$ cat src/rtl/decryptor.sv
// ---------------------------------------------------------------------------
// decryptor
//   RSA decryption engine. Computes m = c^D mod N for one 16-bit ciphertext
//   word with right-to-left square-and-multiply, one exponent bit per clock,
//   and presents m[7:0] as the decrypted character.
//
//   There is no handshake. Any change on encrypted_char starts a new
//   decryption, and a change arriving mid-computation aborts the current one.
//   After reset, the first word is decrypted even when it equals the reset
//   value of the last-seen register.
//
// Ports
//   clk             in   1   rising-edge clock
//   reset           in   1   asynchronous, active-high reset
//   encrypted_char  in  16   ciphertext word c
//   decrypted_char  out  8   registered plaintext byte m[7:0]
//
// Timing: the word is captured at edge 1, exponent bits are consumed at
// edges 2..DBITS+1, and decrypted_char updates at edge DBITS+2.
// N must be at least 256 so that result[7:0] exists.
// ---------------------------------------------------------------------------
module decryptor #(
  parameter int N     = 3233,
  parameter int D     = 2753,
  parameter int DBITS = 12
) (
  input  logic        clk,
  input  logic        reset,
  input  logic [15:0] encrypted_char,
  output logic [7:0]  decrypted_char
);

  // Operands are kept reduced below N, so NW bits hold them and 2*NW bits
  // hold any product of two of them.
  localparam int NW = (N > 1) ? $clog2(N) : 1;
  localparam int CW = (DBITS > 1) ? $clog2(DBITS) : 1;

  localparam logic [15:0]       N_IN   = 16'(N);
  localparam logic [2*NW-1:0]   N_PROD = (2*NW)'(N);
  localparam logic [DBITS-1:0]  D_VEC  = DBITS'(D);
  localparam logic [CW-1:0]     CNT_LAST = CW'(DBITS - 1);

  typedef enum logic [1:0] {
    S_IDLE = 2'd0,
    S_RUN  = 2'd1,
    S_DONE = 2'd2
  } state_t;

  state_t           r_state;
  logic [NW-1:0]    r_result;
  logic [NW-1:0]    r_base;
  logic [CW-1:0]    r_cnt;
  logic [15:0]      r_last_c;
  logic             r_have_input;

  logic             w_start;
  logic             w_dbit;
  logic             w_last_bit;
  logic [2*NW-1:0]  w_prod_rb;
  logic [2*NW-1:0]  w_prod_bb;
  logic [NW-1:0]    w_mul_rb;
  logic [NW-1:0]    w_sqr_bb;
  logic [NW-1:0]    w_base_init;

  // Start detection and the two single-cycle modular products.
  always_comb begin
    w_start     = (encrypted_char != r_last_c) || !r_have_input;
    w_dbit      = D_VEC[r_cnt];
    w_last_bit  = (r_cnt == CNT_LAST);
    w_prod_rb   = (2*NW)'(r_result) * (2*NW)'(r_base);
    w_prod_bb   = (2*NW)'(r_base) * (2*NW)'(r_base);
    w_mul_rb    = NW'(w_prod_rb % N_PROD);
    w_sqr_bb    = NW'(w_prod_bb % N_PROD);
    // Inputs >= N are reduced before the first squaring.
    w_base_init = NW'(encrypted_char % N_IN);
  end

  // Control FSM and datapath registers; a start condition takes priority in
  // every state, so an input change aborts RUN/DONE without writing out.
  always_ff @(posedge clk or posedge reset) begin
    if (reset) begin
      r_state        <= S_IDLE;
      r_result       <= NW'(1);
      r_base         <= '0;
      r_cnt          <= '0;
      r_last_c       <= 16'h0000;
      r_have_input   <= 1'b0;
      decrypted_char <= 8'h00;
    end else if (w_start) begin
      r_last_c     <= encrypted_char;
      r_have_input <= 1'b1;
      r_base       <= w_base_init;
      r_result     <= NW'(1);
      r_cnt        <= '0;
      r_state      <= S_RUN;
    end else begin
      case (r_state)
        S_IDLE: begin
          r_state <= S_IDLE;
        end
        S_RUN: begin
          if (w_dbit) begin
            r_result <= w_mul_rb;
          end else begin
            r_result <= r_result;
          end
          r_base <= w_sqr_bb;
          r_cnt  <= r_cnt + CW'(1);
          if (w_last_bit) begin
            r_state <= S_DONE;
          end else begin
            r_state <= S_RUN;
          end
        end
        S_DONE: begin
          decrypted_char <= r_result[7:0];
          r_state        <= S_IDLE;
        end
        default: begin
          r_state <= S_IDLE;
        end
      endcase
    end
  end

endmodule

$ cat config.mk
export PLATFORM = sky130hd
export DESIGN_NAME = decryptor
export DESIGN_NICKNAME = d
export VERILOG_FILES = /design/src/rtl/decryptor.sv
export SDC_FILE = /design/constraint.sdc
export NUM_CORES = 1
export LEC_CHECK = 0
export CORE_UTILIZATION = 45
export CTS_BUF_LIST = sky130_fd_sc_hd__clkbuf_16
export CTS_CLUSTER_SIZE = 10
export DETAILED_ROUTE_END_ITERATION = 8
export SLEW_MARGIN = 0
export SYNTH_ARGS = -nofsm -noshare
export SYNTH_HDL_FRONTEND = slang
export SYNTH_SLANG_ARGS = --single-unit
export TNS_END_PERCENT = 50
$ cat constraint.sdc
create_clock -name clk -period 52.6 [get_ports clk]
set_input_delay 10.52 -clock clk [delete_from_list [all_inputs] [get_ports clk]]
set_output_delay 10.52 -clock clk [all_outputs]
set_load 0.02 [all_outputs]
======== Yosys cells after proc, flatten, opt, wreduce, memory -nomap -nowiden ========
Memory sizes are Yosys's and may differ from the RTL's.
Index checks and enable logic that the tools add are counted.
operators by class
  add/subtract/negate cells ............... 1
  multiply operators ...................... 2
  div/mod/pow operators ................... 3
  order comparisons ....................... 1
  eq/ne operators ......................... 4
  shifts and indexed selects .............. 0
  mux-type cells .......................... 11
  bitwise operators ....................... 1
  reductions and logical operators ........ 6
operators by type and width
  cell                                                                  number
  12-bit two-way mux                                                    5
  24-bit by 12-bit modulo with 24-bit output, second input constant     2
  12-bit by 12-bit multiplier with 24-bit output                        2
  16-bit by 12-bit modulo with 16-bit output, second input constant     1
  16-bit != test                                                        1
  4-bit two-way mux                                                     2
  2-bit two-way mux                                                     3
  4-bit by 5-bit < comparator with 1-bit output, second input constant  1
  4-bit by 1-bit adder with 4-bit output, second input constant         1
  4-bit == test, second input constant                                  1
  2-bit AND reduction                                                   2
  2-bit nonzero test                                                    2
  2-bit by 1-bit == test with 1-bit output, second input constant       1
  2-bit == test, second input constant                                  1
  1-bit zero test                                                       1
  1-bit logical OR                                                      1
  1-bit two-way mux                                                     1
  1-bit inverter                                                        1
word-level totals
  bits in registers ....................... 55
  latch bits .............................. 0
  memory bits (writable) .................. 0
  bits in read-only memories .............. 16
  bits of input ports ..................... 18
  output and inout port bits .............. 8
  word-level logic and storage cells ...... 37
  memories ................................ 1
memories
  name              words  width  rd ports  clocked after memory_dff  wr ports  RTL line  text
  (name not given)  16     1      1         0                         0         68        w_dbit = D_VEC[r_cnt];

======== Longest topological paths before layout ========
  depth in word-level cells ............... 5
  gate-level depth with buffers ........... 86

======== Least setup slack after synthesis ========
Ideal clock, no wire load.
  path type ............................... in2reg
  start ................................... in encrypted_char[7]
  end ..................................... reg r_base[1]
  setup time .............................. 0.077 ns
  arrival ................................. 25.014 ns
  data required time ...................... 52.523 ns
  slack ................................... 27.509 ns
  stages on the path ...................... 61
  cell sequence ........................... xor2_1 > nor4_1 > nand2_1 > nor4_4 > mux2_4 > o311ai_1 > o21a_1 > buf_2 > nor4_1 > a221o_1 > or4b_1 > o211a_2 > buf_2 > o31a_1 > buf_2 > or2_1 > clkbuf_1 > a21o_1 > [25 not listed] > a2111oi_4 > a21oi_2 > xnor2_1 > ha_1 > o31a_1 > o21ai_0 > nor2b_1 > or2_1 > buf_2 > buf_6 > xnor2_1 > ha_1 > nand3b_1 > o31a_1 > nor3_2 > o21bai_4 > mux2_1 > a21oi_1
on the way
  word-level cells in the longest chain between the ends .. 3
  elaborated cells on any way between the ends .. 5
  those cells by class .................... div: 1; eq/ne: 1; mux: 1; reduce/logical: 2
RTL lines
  element                                                                                             RTL line  text
  from (decl)                                                                                         29        input logic [15:0] encrypted_char,
  parallel branches: the longest is 3 deep, another holds 16-bit by 12-bit modulo with 16-bit output  n/a
  to (signal assigned)                                                                                92        r_base <= w_base_init;
  to (signal assigned)                                                                                107       r_base <= w_sqr_bb;
  to (decl)                                                                                           51        logic [NW-1:0] r_base;
Parallel ways; which one is timed is not known.
A chain may end at the register's enable or synchronous reset.

======== Final worst setup path ========
Same ends and word-level chain as after synthesis.

==> out/results.ini <==
[timing]
relSlewSlack = 0.239
clock-skew-final_ns = 0.00620
final.min_clock_period_ns = 28.93
hold_violations = 0
clock.fmax_ghz = 0.0346
min_period_over_period = 0.550
grt_setup_unrepaired = no
setup_violations = 0
fin_setup_tns_ns = 0
worst_pin_slew_ns = 1.14
drv_slew = 0

[cells_and_area]
fin_util = 0.475
nFillCells = 5677
diodes = 0
final_nets = 3671
drive_gt1_frac = 0.0713
final_common_cell = nand2_1
final_cell_mix = nand2_1, inv_1, nor2_1, a21oi_1, fa_1
area.growth.synth_to_final_pct = 3.41
post-route-cell-area_sq_mm = 0.0264

[cts]
cts_resized = 0
clk_pin_slew_ns = 0.07
htree_levels = 2
ctsHoldBuffers = 0
postCtsSetupBuffers = 0
cts_root_buf = clkbuf_16
cts.sinks = 55
clk_path_buf_depth = 2
cts_buffers = 5
cts_tree = done
clk-insertion-delay-late_ns = 0.31

[worst_setup_path]
crit_type = input pin to flip-flop
cp_max_fo = 26
critPathCaptureType = flip-flop
cpMostUsedCell = a21oi_1
worstSetupStartpointType = input pin
cp.arrival_ns = 29.16
slowest_stage = o21ai_1
crit_path_max_incr_delay_ns = 0.78
worst_ep_required_time_ns = 52.83

[die]
start_util = 0.460
rows = 86
core_area_sq_mm = 0.0555
die_w_um = 240
die_y_um = 240
ios = 26
dieArea_sq_mm = 0.0577

[logic_synthesis]
yosysUniqueCellTypes = 147
synthesis.nets = 3754
netlist_area_sq_mm = 0.0255
syn_inst = 3423
ys_seq_area_frac = 0.0540
syn_avg_cell_area_sq_um = 7.46
synth_warnings = 0
synth_seq_cells = 55
synth_ff_type = dfrtp_1
synth_edf_count = 0
synth-async-reset-ratio = 1.00

[detailed_routing]
firstDrtPassIters = 6
routed_wl_mm = 76.9
viasPerCell = 6.18
drt_iter0_markers = 2025
drc_errors = 0
ant_nets = 0
vias = 25300
wl_per_cell_um = 18.8

[global_routing]
grt_pass1_wl_mm = 126
grt_overflow_total = 0
grt_max_degree = 56
grt_pass1_vias = 23700
grt.total_usage = 0.264
antenna_found_initial = 0

[outcome]
status = complete, no violations

[place]
gp_congestion = 0.929
port-buffer-count = 25
placed_area_sq_mm = 0.0262
dp.final_hpwl_mm = 62.4

[job]
drv_cap = 0

[hold_path]
min_path_type = flip-flop to flip-flop

## cells in the mapped netlist (22+ instances only)
library cell | count | area share
buf_2 | 25 | 0.0049
xor2_1 | 79 | 0.027
a21oi_1 | 186 | 0.036
nor3_1 | 119 | 0.023
dfrtp_1 | 54 | 0.053
xnor2_1 | 179 | 0.061
a211oi_1 | 36 | 0.011
nor4_1 | 34 | 0.0083
or2_2 | 29 | 0.0071
clkbuf_1 | 86 | 0.013
and2_1 | 119 | 0.029
o211ai_1 | 48 | 0.014
nand2_1 | 391 | 0.058
nor2b_1 | 22 | 0.0054
fa_1 | 182 | 0.14
a31oi_1 | 44 | 0.011
o21ai_0 | 132 | 0.026
mux2i_1 | 54 | 0.021
a21o_1 | 38 | 0.011
nor2_1 | 251 | 0.037
nand3_1 | 95 | 0.019
nand2b_1 | 30 | 0.0074
nand4_1 | 33 | 0.0081
o21a_1 | 45 | 0.013
mux2_2 | 29 | 0.013
o21ai_1 | 44 | 0.0086
or3_1 | 43 | 0.011
inv_1 | 289 | 0.043
and3_1 | 34 | 0.0083
ha_1 | 131 | 0.064
## logic make-up (layout without fill, tap and decap cells)
logic type                 after synthesis  in the layout  synth area share
adders and majority gates              322            322             0.211
muxes                                   92             92            0.0387
DFF                                     55             55            0.0540
buffers and inverters                  428            345            0.0683
and+or+nand+nor                       1307           1307             0.257
other                                    1              1          0.000147
xor gates and xnor gates               276            276             0.101
AOI/OAI and AO/OA                      942            942             0.270
## through the flow
step                setup slack (ns)  hold WS [ns]  std cells
floorplan                      27.51         0.514       3423
detailed placement             23.73         0.498       4081
finish                         23.67         0.507       4088
CTS                            24.00         0.514       4088
global route                   22.24         0.526       4088
global placement               24.36         0.489       4081
## critical path: cells and delay by family
family / cells / cell delay, ns
and+or+nand+nor: 13 / 3.74
adders and majority gates: 2 / 0.47
muxes: 3 / 1.06
AOI/OAI and AO/OA: 31 / 9.90
xor gates and xnor gates: 6 / 2.34
buffers and inverters: 3 / 1.12
## path summary, 6_finish.rpt
| check | start | endpoint | slack (ns) | depth (start not counted) |
|---|---|---|---|---|
| worst max-delay path | encrypted_char[7] | r_base[1]$_DFFE_PP0P_ | 23.67 | 58 |
| worst min-delay path | decrypted_char[5]$_DFFE_PP0P_ | decrypted_char[5]$_DFFE_PP0P_ | 0.51 | 1 |
| worst max register to register | r_base[5]$_DFFE_PP0P_ | r_result[0]$_DFFE_PP1P_ | 28.75 | 67 |
| worst min register to register | decrypted_char[5]$_DFFE_PP0P_ | decrypted_char[5]$_DFFE_PP0P_ | 0.51 | 1 |
| max in group asynchronous | reset | r_result[6]$_DFFE_PP0P_ | 41.36 | 3 |
| min in group asynchronous | reset | r_last_c[6]$_DFFE_PP0P_ | 10.71 | 3 |
## per-layer routing
| layer | vias to the layer above | global-route usage | share of wire |
|---|---|---|---|
| met5 | - | 0 | 0 |
| met1 | 12300 | 0.399 | 0.49 |
| met2 | 806 | 0.421 | 0.44 |
| met4 | 0 | 0.0326 | 0.0095 |
| met3 | 60 | 0.0155 | 0.054 |
| li1 | 12100 | - | - |
## layout make-up
type / count / area [sq um] / area share
clock buffer: 5 / 125 / 0.00474
clock inverter: 2 / 37.5 / 0.00142
inverter: 289 / 1080 / 0.0411
multi-input combinational: 2940 / 22400 / 0.849
sequential: 55 / 1380 / 0.0522
tap: 748 / 936 / 0.0355
timing repair buffer: 49 / 430 / 0.0163
## registers in the layout, indices dropped and copies added (netlist names)
register        cells
r_state             2
r_have_input        1
r_result           12
r_cnt               4
decrypted_char      8
r_last_c           16
r_base             12
Power is not shown: default switching activity piles up to over one toggle a cycle in this logic, so the estimate is an artifact.
